==> src/rtl/sbox_gen_ctrl_if.sv <==
// Handshake bundle between the S-box sequencer, the chaotic-map generator and the
// S-box builder. The controller drives it through "master"; the generator/builder side uses "slave".
interface sbox_gen_ctrl_if #(
    parameter int CHAOS_W   = 32,
    parameter int BIT_WIDTH = 8
);
    logic [CHAOS_W-1:0]   chaos_seed;
    logic                 chaos_load;
    logic                 chaos_req;
    logic                 chaos_valid;
    logic [CHAOS_W-1:0]   chaos_data;
    logic                 sbox_clr_n;
    logic                 sbox_tvalid;
    logic [BIT_WIDTH-1:0] sbox_V;
    logic                 done_sbox;

    modport master (
        output chaos_seed,
        output chaos_load,
        output chaos_req,
        input  chaos_valid,
        input  chaos_data,
        output sbox_clr_n,
        output sbox_tvalid,
        output sbox_V,
        input  done_sbox
    );

    modport slave (
        input  chaos_seed,
        input  chaos_load,
        input  chaos_req,
        output chaos_valid,
        output chaos_data,
        input  sbox_clr_n,
        input  sbox_tvalid,
        input  sbox_V,
        output done_sbox
    );
endinterface

==> src/rtl/sbox_gen_ctrl.sv <==
// Sequencer for the chaos-driven S-box builder: clear, seed, warm up the generator,
// then stream folded samples into the builder until it is full or the attempt limit is hit.
module sbox_gen_ctrl #(
    parameter int CHAOS_W      = 32,
    parameter int BIT_WIDTH    = 8,
    parameter int WARMUP       = 64,
    parameter int MAX_ATTEMPTS = 4096,
    parameter int ATT_W        = 16
) (
    input  logic               clk,
    input  logic               reset_n,
    input  logic               start,
    input  logic               abort,
    input  logic [CHAOS_W-1:0] seed_in,
    sbox_gen_ctrl_if.master    bus,
    output logic               busy,
    output logic               done,
    output logic               err,
    output logic [ATT_W-1:0]   attempts
);
    localparam int                LANES     = CHAOS_W / BIT_WIDTH;
    localparam int                WARM_W    = $clog2(WARMUP + 2);
    localparam logic [WARM_W-1:0] WARM_LAST = WARM_W'((WARMUP > 0) ? WARMUP - 1 : 0);
    localparam logic [ATT_W-1:0]  MAX_ATT   = ATT_W'(MAX_ATTEMPTS);

    typedef enum logic [2:0] {
        ST_IDLE,
        ST_CLEAR,
        ST_WARM,
        ST_GEN,
        ST_DONE,
        ST_ERR
    } state_t;

    state_t               state_reg, state_next;
    logic                 clr_cnt_reg, clr_cnt_next;
    logic [WARM_W-1:0]    warm_cnt_reg, warm_cnt_next;
    logic [ATT_W-1:0]     attempts_reg, attempts_next;
    logic [CHAOS_W-1:0]   seed_reg, seed_next;
    logic [BIT_WIDTH-1:0] v_reg, v_next;
    logic                 tvalid_reg, tvalid_next;
    logic                 load_reg, load_next;
    logic                 req_reg;
    logic                 clr_n_reg;
    logic                 busy_reg;
    logic                 done_reg;
    logic                 err_reg;
    logic                 start_ok;

    logic [BIT_WIDTH-1:0] lane [LANES];
    logic [BIT_WIDTH-1:0] fold;

    generate
        for (genvar gi = 0; gi < LANES; gi++) begin : g_lane
            assign lane[gi] = bus.chaos_data[gi*BIT_WIDTH +: BIT_WIDTH];
        end
    endgenerate

    always_comb begin
        fold = '0;
        for (int i = 0; i < LANES; i++) begin
            fold = fold ^ lane[i];
        end
    end

    assign start_ok = start && ((state_reg == ST_IDLE) || (state_reg == ST_DONE) ||
                                (state_reg == ST_ERR));

    always_comb begin
        state_next    = state_reg;
        clr_cnt_next  = clr_cnt_reg;
        warm_cnt_next = warm_cnt_reg;
        attempts_next = attempts_reg;
        seed_next     = seed_reg;
        v_next        = v_reg;
        tvalid_next   = 1'b0;
        load_next     = 1'b0;

        if (abort) begin
            state_next = ST_IDLE;
        end else if (start_ok) begin
            state_next    = ST_CLEAR;
            seed_next     = seed_in;
            attempts_next = '0;
            warm_cnt_next = '0;
            clr_cnt_next  = 1'b0;
            load_next     = 1'b1;
        end else begin
            case (state_reg)
                ST_CLEAR: begin
                    if (clr_cnt_reg) begin
                        state_next = (WARMUP == 0) ? ST_GEN : ST_WARM;
                    end else begin
                        clr_cnt_next = 1'b1;
                    end
                end
                ST_WARM: begin
                    if (bus.chaos_valid) begin
                        if (warm_cnt_reg == WARM_LAST) begin
                            state_next = ST_GEN;
                        end else begin
                            warm_cnt_next = warm_cnt_reg + 1'b1;
                        end
                    end
                end
                ST_GEN: begin
                    // A full builder beats the limit; a sample arriving with done_sbox is dropped.
                    // At the limit, wait for the last tvalid to be judged before giving up.
                    if (bus.done_sbox) begin
                        state_next = ST_DONE;
                    end else if ((attempts_reg == MAX_ATT) && !tvalid_reg) begin
                        state_next = ST_ERR;
                    end else if (bus.chaos_valid && (attempts_reg != MAX_ATT)) begin
                        tvalid_next   = 1'b1;
                        v_next        = fold;
                        attempts_next = attempts_reg + 1'b1;
                    end
                end
                ST_IDLE, ST_DONE, ST_ERR: begin
                    state_next = state_reg;
                end
                default: begin
                    state_next = ST_IDLE;
                end
            endcase
        end
    end

    always_ff @(posedge clk or negedge reset_n) begin
        if (!reset_n) begin
            state_reg    <= ST_IDLE;
            clr_cnt_reg  <= 1'b0;
            warm_cnt_reg <= '0;
            attempts_reg <= '0;
            seed_reg     <= '0;
            v_reg        <= '0;
            tvalid_reg   <= 1'b0;
            load_reg     <= 1'b0;
            req_reg      <= 1'b0;
            clr_n_reg    <= 1'b0;
            busy_reg     <= 1'b0;
            done_reg     <= 1'b0;
            err_reg      <= 1'b0;
        end else begin
            state_reg    <= state_next;
            clr_cnt_reg  <= clr_cnt_next;
            warm_cnt_reg <= warm_cnt_next;
            attempts_reg <= attempts_next;
            seed_reg     <= seed_next;
            v_reg        <= v_next;
            tvalid_reg   <= tvalid_next;
            load_reg     <= load_next;
            // Status and control levels are decoded from the next state so they are flop outputs.
            req_reg      <= (state_next == ST_WARM) || (state_next == ST_GEN);
            clr_n_reg    <= (state_next != ST_CLEAR);
            busy_reg     <= (state_next == ST_CLEAR) || (state_next == ST_WARM) ||
                            (state_next == ST_GEN);
            done_reg     <= (state_next == ST_DONE);
            err_reg      <= (state_next == ST_ERR);
        end
    end

    assign bus.chaos_seed  = seed_reg;
    assign bus.chaos_load  = load_reg;
    assign bus.chaos_req   = req_reg;
    assign bus.sbox_clr_n  = clr_n_reg;
    assign bus.sbox_tvalid = tvalid_reg;
    assign bus.sbox_V      = v_reg;
    assign busy            = busy_reg;
    assign done            = done_reg;
    assign err             = err_reg;
    assign attempts        = attempts_reg;
endmodule

==> src/flat_wrapper.sv <==
// flat-port wrapper written by rule: the top's interface ports become plain ports
module sbox_gen_ctrl_flat 
#(
    parameter int CHAOS_W      = 32,
    parameter int BIT_WIDTH    = 8,
    parameter int WARMUP       = 64,
    parameter int MAX_ATTEMPTS = 4096,
    parameter int ATT_W        = 16
)
  (clk, reset_n, start, abort, seed_in, busy, done, err, attempts, bus_chaos_seed, bus_chaos_load, bus_chaos_req, bus_chaos_valid, bus_chaos_data, bus_sbox_clr_n, bus_sbox_tvalid, bus_sbox_V, bus_done_sbox);
  sbox_gen_ctrl_if #(.CHAOS_W(CHAOS_W), .BIT_WIDTH(BIT_WIDTH)) bus_i ();
  input  logic clk;
  input  logic reset_n;
  input  logic start;
  input  logic abort;
  input  logic [CHAOS_W-1:0] seed_in;
  output logic busy;
  output logic done;
  output logic err;
  output logic [ATT_W-1:0] attempts;
  output wire logic [$bits(bus_i.chaos_seed)-1:0] bus_chaos_seed;
  output wire logic [$bits(bus_i.chaos_load)-1:0] bus_chaos_load;
  output wire logic [$bits(bus_i.chaos_req)-1:0] bus_chaos_req;
  input wire logic [$bits(bus_i.chaos_valid)-1:0] bus_chaos_valid;
  input wire logic [$bits(bus_i.chaos_data)-1:0] bus_chaos_data;
  output wire logic [$bits(bus_i.sbox_clr_n)-1:0] bus_sbox_clr_n;
  output wire logic [$bits(bus_i.sbox_tvalid)-1:0] bus_sbox_tvalid;
  output wire logic [$bits(bus_i.sbox_V)-1:0] bus_sbox_V;
  input wire logic [$bits(bus_i.done_sbox)-1:0] bus_done_sbox;
  assign bus_chaos_seed = bus_i.chaos_seed;
  assign bus_chaos_load = bus_i.chaos_load;
  assign bus_chaos_req = bus_i.chaos_req;
  assign bus_i.chaos_valid = bus_chaos_valid;
  assign bus_i.chaos_data = bus_chaos_data;
  assign bus_sbox_clr_n = bus_i.sbox_clr_n;
  assign bus_sbox_tvalid = bus_i.sbox_tvalid;
  assign bus_sbox_V = bus_i.sbox_V;
  assign bus_i.done_sbox = bus_done_sbox;
  sbox_gen_ctrl #(.CHAOS_W(CHAOS_W), .BIT_WIDTH(BIT_WIDTH), .WARMUP(WARMUP), .MAX_ATTEMPTS(MAX_ATTEMPTS), .ATT_W(ATT_W)) u_core (.clk(clk), .reset_n(reset_n), .start(start), .abort(abort), .seed_in(seed_in), .bus(bus_i), .busy(busy), .done(done), .err(err), .attempts(attempts));
endmodule
==> config.mk <==
export PLATFORM = sky130hd
export DESIGN_NAME = sbox_gen_ctrl_flat
export DESIGN_NICKNAME = d
export VERILOG_FILES = /design/src/rtl/sbox_gen_ctrl_if.sv /design/src/rtl/sbox_gen_ctrl.sv /design/src/flat_wrapper.sv
export SDC_FILE = /design/constraint.sdc
export NUM_CORES = 1
export LEC_CHECK = 0
export CAP_MARGIN = 20
export CORE_UTILIZATION = 48
export CTS_CLUSTER_DIAMETER = 50
export DETAILED_ROUTE_END_ITERATION = 16
export HOLD_SLACK_MARGIN = 0.08
export PLACE_DENSITY = 0.84
export SLEW_MARGIN = 20
export SYNTH_ARGS = -nofsm -noshare
export SYNTH_HDL_FRONTEND = slang
export SYNTH_SLANG_ARGS = --single-unit
==> constraint.sdc <==
create_clock -name clk -period 3 [get_ports clk]
set_input_delay 0.45 -clock clk [delete_from_list [all_inputs] [get_ports clk]]
set_output_delay 0.45 -clock clk [all_outputs]
set_load 0.02 [all_outputs]
==> impl_metrics.json, run 1 <==
{
  "run_status": "finished clean",
  "synthFlopType": "dfrtp_1",
  "leakagePower_nw": 2.07,
  "final_area_mm2": 0.00508,
  "ant_nets": 0,
  "multi_input_area_mm2": 0.00153,
  "maxSlewHeadroom_pct": 39.2,
  "overflow": 0,
  "diodes": 0,
  "drive_above_1_share_pct": 12.7,
  "die_w_um": 87.4,
  "chipHeight_um": 87.4,
  "syn-cell-area_mm2": 0.00350,
  "die_area_mm2": 0.00763,
  "cts-hold-fix-buffers": 0,
  "cts_root_buf": "clkbuf_8",
  "syn_nets": 382,
  "rows": 30,
  "drtIter0Drc": 166,
  "path_class": "primary input to flip-flop",
  "max-vdd-ir-drop_v": 0.000499,
  "n_fill_cell": 531,
  "start_util_pct": 50.6,
  "switching_share_pct": 32.7,
  "holdWs_ps": 249,
  "grt_pass1_wl_mm": 12.7,
  "synthTopCellsByArea": "dfrtp_1 53%, mux2_2 10%, xnor2_1 6.5%",
  "async_reset_ff_share_pct": 100,
  "dr.pass1.iters": 5,
  "ys_ff_latch": 74,
  "yosys.area.top_type": "dfrtp_1",
  "postCtsSetupRepairBufs": 0,
  "skew_ps": 13.3,
  "path_max_fanout": 7,
  "vias_per_cell": 5.43,
  "cellInternalPower_mw": 2.39,
  "cts.path.max_buffers": 2,
  "core-area_mm2": 0.00691,
  "post_cts_resized": 0,
  "numPortBuffers": 132,
  "p_seq_share_pct": 39.8,
  "r2r_end": "u_core.attempts[14]$_DFFE_PN0P_",
  "insertion_delay_ps": 340,
  "largest_reg_flops": 32,
  "drv_cap": 0,
  "syn_inst": 309,
  "slowest_stage": "or4_1",
  "wire_per_inst_um": 15.0,
  "pwr-share-comb_pct": 39.0,
  "drc_errors": 0,
  "finalSetupViolations": 0,
  "dp_hpwl_mm": 5.80,
  "ys_seq_area_share_pct": 53.0,
  "r2r_slack_ps": 850,
  "pin_count": 133,
  "cp.arrival_ps": 2500,
  "worstPathCellList": "clkdlybuf4s50_1 > or3b_4 > or4_1 > or3_1 > a21oi_1",
  "placed_cell_area_mm2": 0.00488,
  "synth.avg_cell_area_um2": 11.3,
  "p_total_mw": 3.56,
  "clkTransAtPathRegs_ps": 80,
  "worstMarginPinSlew_ps": 912,
  "rsz0062_at_grt": "no",
  "fin_nets": 510,
  "rr_startpoint": "u_core.state_reg[2]$_DFF_PN0_",
  "grt_usage_pct": 21.5,
  "clockPowerShare_pct": 21.2,
  "slew_viol_final": 0,
  "synth-edff-count": 0,
  "startpoint_type": "primary input",
  "fin_crit_ps": 2250,
  "dpl_worst_slack_ps": 449,
  "clock.fmax_mhz": 445,
  "p_switching_mw": 1.16,
  "required_ps": 3250,
  "routabilityCongestion": 0.830,
  "synthToLayoutAreaGrowth_pct": 45.2,
  "routed_wl_mm": 8.07,
  "finalCritPeriodShare_pct": 75.0,
  "first_global_vias": 2856,
  "regArea_mm2": 0.00185,
  "synth_cell_types": 43,
  "antenna_found_initial": 0,
  "cp-end-kind": "flip-flop",
  "cts_buffers": 9,
  "netlist.area_leader.share_pct": 53.0,
  "fin_ws_ps": 751,
  "ys_warn_count": 0,
  "cpPeakStageDelay_ps": 620,
  "tritoncts": "built",
  "pwr_density_cell_mw_per_mm2": 700,
  "hold_viol": 0,
  "htreeDepth": 3,
  "grt_max_degree": 75,
  "tns_ps": 0,
  "worst_r2r_path_depth": 4,
  "hp-class": "primary input to asynchronous set/reset pin",
  "vias": 2921,
  "cts_sinks": 74
}
==> cells in the final DEF, fill, tap and decap left out, types with 2 or more instances in the layout <==
cell | synthesis | routed
nand2_1 | 15 | 15
nand2b_1 | 6 | 6
or3_1 | 6 | 6
o211ai_1 | 3 | 3
mux2i_1 | 9 | 9
o21ai_0 | 24 | 24
clkinv_4 | 0 | 2
ha_1 | 3 | 3
nand4_1 | 5 | 5
nor4b_1 | 5 | 5
nor2_1 | 6 | 6
clkdlybuf4s50_1 | 0 | 131
and4_1 | 2 | 2
or4_1 | 5 | 5
dfrtp_1 | 74 | 74
nand3_1 | 10 | 9
clkinvlp_4 | 0 | 2
or2_2 | 2 | 2
nor3_1 | 4 | 4
xnor2_1 | 26 | 26
nor2b_1 | 2 | 2
mux2_2 | 32 | 32
nor4_1 | 9 | 9
a21oi_1 | 9 | 9
inv_1 | 13 | 13
o31ai_1 | 5 | 5
nand3b_1 | 2 | 2
clkbuf_8 | 0 | 9
or2b_1 | 2 | 2
buf_4 | 0 | 3
==> stage by stage <==
stage | util (%) | std cells
floorplan | - | 309
global placement | 70.7 | 522
detailed placement | 70.7 | 522
CTS | 73.5 | 538
global route | 73.5 | 538
finish | 73.5 | 538
==> cell families (layout without fill, tap and decap cells) <==
family / Yosys count / after routing / share of synthesized area [%]
AOI/OAI and AO/OA: 50 / 50 / 8.73
xor gates and xnor gates: 27 / 27 / 6.76
adders and majority gates: 3 / 3 / 1.07
buffers and inverters: 30 / 163 / 3.54
DFF: 74 / 74 / 53.0
muxes: 41 / 41 / 12.9
and+or+nand+nor: 84 / 84 / 14.1
==> how the worst max path moves through the flow <==
stage                                             start                              end  slack (ps)
after floorplan           u_core.state_reg[2]$_DFF_PN0_  u_core.attempts[10]$_DFFE_PN0P_         980
after global placement                    bus_done_sbox  u_core.attempts[14]$_DFFE_PN0P_         510
after detailed placement                  bus_done_sbox  u_core.attempts[12]$_DFFE_PN0P_         450
after CTS                                 bus_done_sbox  u_core.attempts[14]$_DFFE_PN0P_         790
after global routing                              abort  u_core.attempts[14]$_DFFE_PN0P_         650
final                                     bus_done_sbox  u_core.attempts[14]$_DFFE_PN0P_         750
==> worst max-delay path: cells and delay by family <==
kind / cells / cell delay [ps]
AOI/OAI and AO/OA: 1 / 170
buffers and inverters: 1 / 480
and+or+nand+nor: 3 / 1400
==> power by group through the flow <==
stage                     registers [mW]  logic, mW  clock network (mW)
after global placement              1.41       1.38                   0
after floorplan                     1.72      0.397                   0
final                               1.41       1.39               0.754
after CTS                           1.41       1.40               0.772
after detailed placement            1.43       1.40                   0
after global routing                1.45       1.47               0.816
==> area by class of cell <==
cell class	count	area share, %
clock buffers	10	2.51
clock inverters	6	1.33
inverters	13	0.961
multi-input cells	205	30.1
flip-flops and latches	74	36.5
well taps	96	2.37
repair buffers	134	26.3
==> synthesized netlist by cell type, types with 7 or more instances <==
library cell,instances
nand3_1,10
inv_1,13
dfrtp_1,74
clkbuf_1,7
nand2_1,15
nor4_1,9
xnor2_1,26
mux2i_1,9
mux2_2,32
o21ai_0,24
a21oi_1,9
==> layer usage <==
layer,wire (um),vias to the layer above,GRT usage (%)
li1,-,1362,-
met1,3260,1422,25.9
met2,4190,123,37.1
met3,492,14,5.21
met4,133,0,8.35
met5,0,-,0
(Power assumes the default switching activity.)
==> inputs of run 2 (changes only) <==
--- a/config.mk
+++ b/config.mk
@@ -6,11 +6,11 @@
 export NUM_CORES = 1
 export LEC_CHECK = 0
 export CAP_MARGIN = 20
-export CORE_UTILIZATION = 48
+export CORE_UTILIZATION = 44
 export CTS_CLUSTER_DIAMETER = 50
 export DETAILED_ROUTE_END_ITERATION = 16
 export HOLD_SLACK_MARGIN = 0.08
-export PLACE_DENSITY = 0.84
+export PLACE_DENSITY = 0.78
 export SLEW_MARGIN = 20
 export SYNTH_ARGS = -nofsm -noshare
 export SYNTH_HDL_FRONTEND = slang
==> constraint.sdc (replaced) <==
create_clock -name clk -period 2.2 [get_ports clk]
set_input_delay 0.33 -clock clk [delete_from_list [all_inputs] [get_ports clk]]
set_output_delay 0.33 -clock clk [all_outputs]
set_load 0.02 [all_outputs]
==> run 2 against run 1 <==
Critical path depth unchanged; final area up 4.4%; final cell count up 5.2%; via count down 1.3%; core utilization down 4.6 points; setup slack worse by 570 ps; register-to-register slack worse by 670 ps; flip-flop and latch count unchanged; count of clock-buffer cells in the layout unchanged; die area up 8.9%; non-clock buffer count up 22; worst hold slack better by 200 ps; critical endpoint unchanged; largest cell class unchanged; largest power group is now combinational logic.
==> impl_metrics.json, run 2 (synthesis gave the netlist of run 1 again) <==
{
  "layout_commonest_cell": "clkdlybuf4s50_1",
  "pin_count": 133,
  "overflow": 0,
  "path_max_fanout": 8,
  "hp-class": "primary input to asynchronous set/reset pin",
  "grt_usage_pct": 21.1,
  "synthToLayoutAreaGrowth_pct": 51.5,
  "htreeDepth": 3,
  "worstPathCellList": "or3b_4 > or4_1 > buf_4 > o21ai_0 > a21oi_1",
  "start_util_pct": 45.5,
  "diodes": 0,
  "clock.fmax_mhz": 494,
  "cts_buffers": 9,
  "cts_sinks": 74,
  "cts_root_buf": "clkbuf_8",
  "vias_per_cell": 5.09,
  "p_switching_mw": 1.59,
  "largest_reg_flops": 32,
  "cp.arrival_ps": 2250,
  "fin_ws_ps": 177,
  "dp_hpwl_mm": 6.19,
  "required_ps": 2430,
  "fin_crit_ps": 2020,
  "dpl.cell_count": 549,
  "fin_nets": 532,
  "holdWs_ps": 451,
  "finalSetupViolations": 0,
  "finalCritPeriodShare_pct": 91.9,
  "path_class": "flip-flop to flip-flop",
  "chipHeight_um": 91.2,
  "grt_max_degree": 32,
  "cellInternalPower_mw": 3.42,
  "cp-end-kind": "flip-flop",
  "pwr-share-comb_pct": 38.7,
  "drtIter0Drc": 162,
  "leakagePower_nw": 2.20,
  "p_seq_share_pct": 38.3,
  "slowest_stage": "or4_1",
  "clockPowerShare_pct": 23.1,
  "switching_share_pct": 31.8,
  "drc_errors": 0,
  "worst_r2r_path_depth": 5,
  "startpoint_type": "flip-flop",
  "cts.path.max_buffers": 2,
  "numPortBuffers": 132,
  "routabilityCongestion": 0.816,
  "die_w_um": 91.2,
  "hold_viol": 0,
  "dr.pass1.iters": 4,
  "rsz0062_at_grt": "no",
  "placed_cell_area_mm2": 0.00507,
  "final_cells": 566,
  "run_status": "finished clean",
  "maxSlewHeadroom_pct": 73.8,
  "r2r_slack_ps": 180,
  "skew_ps": 8.90,
  "cpPeakStageDelay_ps": 570,
  "slew_viol_final": 0,
  "antenna_found_initial": 0,
  "first_global_vias": 2913,
  "final_area_mm2": 0.00530,
  "tritoncts": "built",
  "vias": 2883,
  "die_area_mm2": 0.00831,
  "drv_cap": 0,
  "n_fill_cell": 616,
  "layout_common_cells": "131 x clkdlybuf4s50_1, 74 x dfrtp_1, 32 x mux2_2",
  "rows": 32,
  "pwr_density_cell_mw_per_mm2": 946,
  "clkTransAtPathRegs_ps": 80,
  "insertion_delay_ps": 350,
  "dpl_worst_slack_ps": -86.6,
  "ant_nets": 0,
  "core-area_mm2": 0.00769,
  "max-vdd-ir-drop_v": 0.000820,
  "grt_pass1_wl_mm": 13.7,
  "drive_above_1_share_pct": 16.6,
  "wire_per_inst_um": 14.4,
  "worstMarginPinSlew_ps": 393,
  "routed_wl_mm": 8.15
}
[run 2: metal layers]
layer | vias up | routed length, um | GRT usage, % | part of all wire [%]
li1 | 1405 | - | - | -
met1 | 1378 | 3340 | 26.8 | 41
met2 | 92 | 4130 | 34.8 | 51
met3 | 8 | 572 | 6.62 | 7.0
met4 | 0 | 99 | 5.95 | 1.2
met5 | - | 0 | 0 | 0
[run 2: path summary, 6_finish.rpt]
check	start	end
hold / removal	reset_n	u_core.bus.chaos_seed[21]$_DFFE_PN0P_
max in group asynchronous	reset_n	u_core.attempts[5]$_DFFE_PN0P_
setup / recovery	u_core.state_reg[0]$_DFF_PN0_	u_core.attempts[14]$_DFFE_PN0P_
hold reg to reg	u_core.bus.sbox_V[4]$_DFFE_PN0P_	u_core.bus.sbox_V[4]$_DFFE_PN0P_
setup reg to reg	u_core.state_reg[0]$_DFF_PN0_	u_core.attempts[14]$_DFFE_PN0P_
min in group clk	u_core.bus.sbox_V[4]$_DFFE_PN0P_	u_core.bus.sbox_V[4]$_DFFE_PN0P_
[run 2: critical path: cells and delay by family (launching register included)]
family	cells	cell delay (ps)
AND/OR/NAND/NOR	2	990
AO/OA/AOI/OAI	2	260
buffers and inverters	1	180
flip-flops	1	470
[run 2: repair_timing]
| item | in CTS | in global routing |
|---|---|---|
| gates resized for setup | 0 | 0 |
| buffers inserted | 0 | 0 |
| hold endpoints to repair | 29 | 0 |
| hold buffers | 1 | 0 |
[run 2: layout make-up]
cell class                 count  area, um2  share of cell area (%)
timing repair buffer         156       1530                    28.8
inverter                      13       48.8                   0.921
clock inverter                 6       90.1                    1.70
tap                          102        128                    2.41
sequential                    74       1850                    34.9
multi-input combinational    205       1530                    28.8
clock buffer                  10        128                    2.41
[run 2: power by group through the flow]
| stage | registers (mW) | logic (mW) | clock network [mW] |
|---|---|---|---|
| finish | 1.92 | 1.94 | 1.16 |
| CTS | 1.92 | 1.96 | 1.19 |
| global route | 1.97 | 2.06 | 1.24 |
| floorplan | 2.34 | 0.541 | 0 |
| detailed placement | 1.95 | 1.95 | 0 |
| global placement | 1.93 | 1.92 | 0 |
[run 2: stage by stage]
step	utilization, %	setup TNS [ps]	power (mW)
global route	68.9	0	5.28
detailed placement	66.0	-292	3.90
floorplan	-	0	2.88
CTS	68.9	0	5.08
global placement	66.0	-76.1	3.85
finish	68.9	0	5.01
==> inputs of run 3 (changes only) <==
--- a/config.mk
+++ b/config.mk
@@ -6,12 +6,13 @@
 export NUM_CORES = 1
 export LEC_CHECK = 0
 export CAP_MARGIN = 20
-export CORE_UTILIZATION = 44
+export CELL_PAD_IN_SITES_DETAIL_PLACEMENT = 2
+export CELL_PAD_IN_SITES_GLOBAL_PLACEMENT = 2
+export CORE_UTILIZATION = 27
 export CTS_CLUSTER_DIAMETER = 50
 export DETAILED_ROUTE_END_ITERATION = 16
 export HOLD_SLACK_MARGIN = 0.08
 export PLACE_DENSITY = 0.78
-export SLEW_MARGIN = 20
 export SYNTH_ARGS = -nofsm -noshare
 export SYNTH_HDL_FRONTEND = slang
 export SYNTH_SLANG_ARGS = --single-unit
==> run 3 against run 2 <==
Largest cell class unchanged; global-route usage decreased by 4.7 points; maximum frequency decreased by 1.3%; critical endpoint is now u_core.attempts[10]$_DFFE_PN0P_; non-clock buffer count is 3 higher; largest power group unchanged.
==> impl_metrics.json, run 3 (synthesis gave the netlist of run 1 again) <==
{
  "grt_pass1_wl_mm": 16.6,
  "skew_ps": 5.17,
  "final_core_util_pct": 43.0,
  "hold_viol": 0,
  "fin_nets": 535,
  "rows": 41,
  "cts_buffers": 9,
  "maxSlewHeadroom_pct": 68.4,
  "vias_per_cell": 4.72,
  "cts_sinks": 74,
  "drc_errors": 0,
  "routabilityCongestion": 0.787,
  "first_global_vias": 3326,
  "synthToLayoutAreaGrowth_pct": 55.3,
  "htreeDepth": 3,
  "drive_above_1_share_pct": 16.6,
  "vias": 3000,
  "insertion_delay_ps": 330,
  "routed_wl_mm": 10.4,
  "max-vdd-ir-drop_v": 0.000428,
  "final_area_mm2": 0.00543,
  "layout_commonest_cell": "clkdlybuf4s50_1",
  "required_ps": 2450,
  "hp-class": "flip-flop to flip-flop",
  "ant_nets": 0,
  "die_w_um": 116,
  "cp-end-kind": "flip-flop",
  "clkTransAtPathRegs_ps": 50,
  "drv_cap": 0,
  "cp_top_family": "simple AND/OR/NAND/NOR gates",
  "clock.fmax_mhz": 488,
  "tritoncts": "built",
  "antenna_found_initial": 0,
  "grt_max_degree": 42,
  "holdWs_ps": 506,
  "largest_reg_flops": 32,
  "cpPeakStageDelay_ps": 580,
  "layout_common_cells": "131 x clkdlybuf4s50_1, 74 x dfrtp_1, 32 x mux2_2",
  "path_class": "primary input to flip-flop",
  "die_area_mm2": 0.0134,
  "start_util_pct": 27.7,
  "worstPathCellList": "clkdlybuf4s50_1 > or3b_4 > or4_1 > or3_1 > a21oi_1",
  "startpoint_type": "primary input",
  "run_status": "finished clean",
  "path_max_fanout": 4,
  "leakagePower_nw": 2.23,
  "wire_per_inst_um": 16.4,
  "grt_usage_pct": 16.4,
  "chipHeight_um": 116,
  "fin_crit_ps": 2050,
  "dpl.cell_count": 622,
  "dr.pass1.iters": 4,
  "dp_hpwl_mm": 7.97,
  "rsz0062_at_grt": "no",
  "worstPathBufferInverterCount": 1,
  "cts.path.max_buffers": 2,
  "placed_cell_area_mm2": 0.00517,
  "finalCritPeriodShare_pct": 93.2,
  "p_total_mw": 5.19,
  "final_cells": 635,
  "diodes": 0,
  "worstMarginPinSlew_ps": 474,
  "overflow": 0,
  "core-area_mm2": 0.0126,
  "cp.arrival_ps": 2300,
  "slowest_stage": "or4_1",
  "pwr_density_cell_mw_per_mm2": 956,
  "finalSetupViolations": 0,
  "numPortBuffers": 132,
  "cts_root_buf": "clkbuf_16",
  "drtIter0Drc": 73,
  "pin_count": 133,
  "postCtsSetupRepairBufs": 0,
  "slew_viol_final": 0
}
run 3: cell types whose count changed in the layout (fill, tap and decap cells not counted), sizes merged:
cell / delta
inv: -1
clkinv: -1
bufinv: -2
buf: +3
clkinvlp: -1
clkbuf: +1
run 3: final cells by class:
class	instances	area (um2)
Clock inverter	1	5.00
Tap cell	172	215
Multi-Input combinational cell	205	1530
Inverter	13	48.8
Fill cell	1358	7190
Sequential cell	74	1850
Timing Repair Buffer	159	1540
Clock buffer	11	243
run 3: layer usage:
| layer | routed length [um] | global-route usage [%] |
|---|---|---|
| met1 | 4200 | 18.3 |
| met2 | 5430 | 29.0 |
| met3 | 604 | 5.07 |
| met4 | 184 | 6.67 |
| met5 | 0 | 0 |
run 3: worst paths after layout:
kind | cells past startpoint | startpoint | end | slack [ps]
hold / removal | 1 | u_core.bus.chaos_seed[22]$_DFFE_PN0P_ | u_core.bus.chaos_seed[22]$_DFFE_PN0P_ | 510
min in group asynchronous | 2 | reset_n | u_core.bus.chaos_seed[26]$_DFFE_PN0P_ | 520
setup / recovery | 5 | bus_done_sbox | u_core.attempts[10]$_DFFE_PN0P_ | 150
hold reg to reg | 1 | u_core.bus.chaos_seed[22]$_DFFE_PN0P_ | u_core.bus.chaos_seed[22]$_DFFE_PN0P_ | 510
setup reg to reg | 4 | u_core.state_reg[1]$_DFF_PN0_ | u_core.attempts[10]$_DFFE_PN0P_ | 160
max in group asynchronous | 3 | reset_n | u_core.bus.sbox_V[6]$_DFFE_PN0P_ | 1100
run 3: power by group:
part / internal, mW / switching, mW / total (mW)
Clock: 0.766 / 0.515 / 1.28
Sequential: 1.73 / 0.215 / 1.95
Combinational: 1.05 / 0.913 / 1.97
run 3: through the flow:
| step | worst slack, ps | TNS (ps) |
|---|---|---|
| final | 151 | 0 |
| after global routing | 38.8 | 0 |
| after CTS | 121 | 0 |
| after detailed placement | -210 | -1200 |
| after global placement | -89.2 | -301 |
| after floorplan | 183 | 0 |
run 3: repair_timing:
item | 4_1_cts | 5_1_grt
endpoints found under the hold margin | 33 | 0
resized for setup | 0 | 1
hold buffers | 1 | 0
endpoints found under the setup margin | 0 | 1
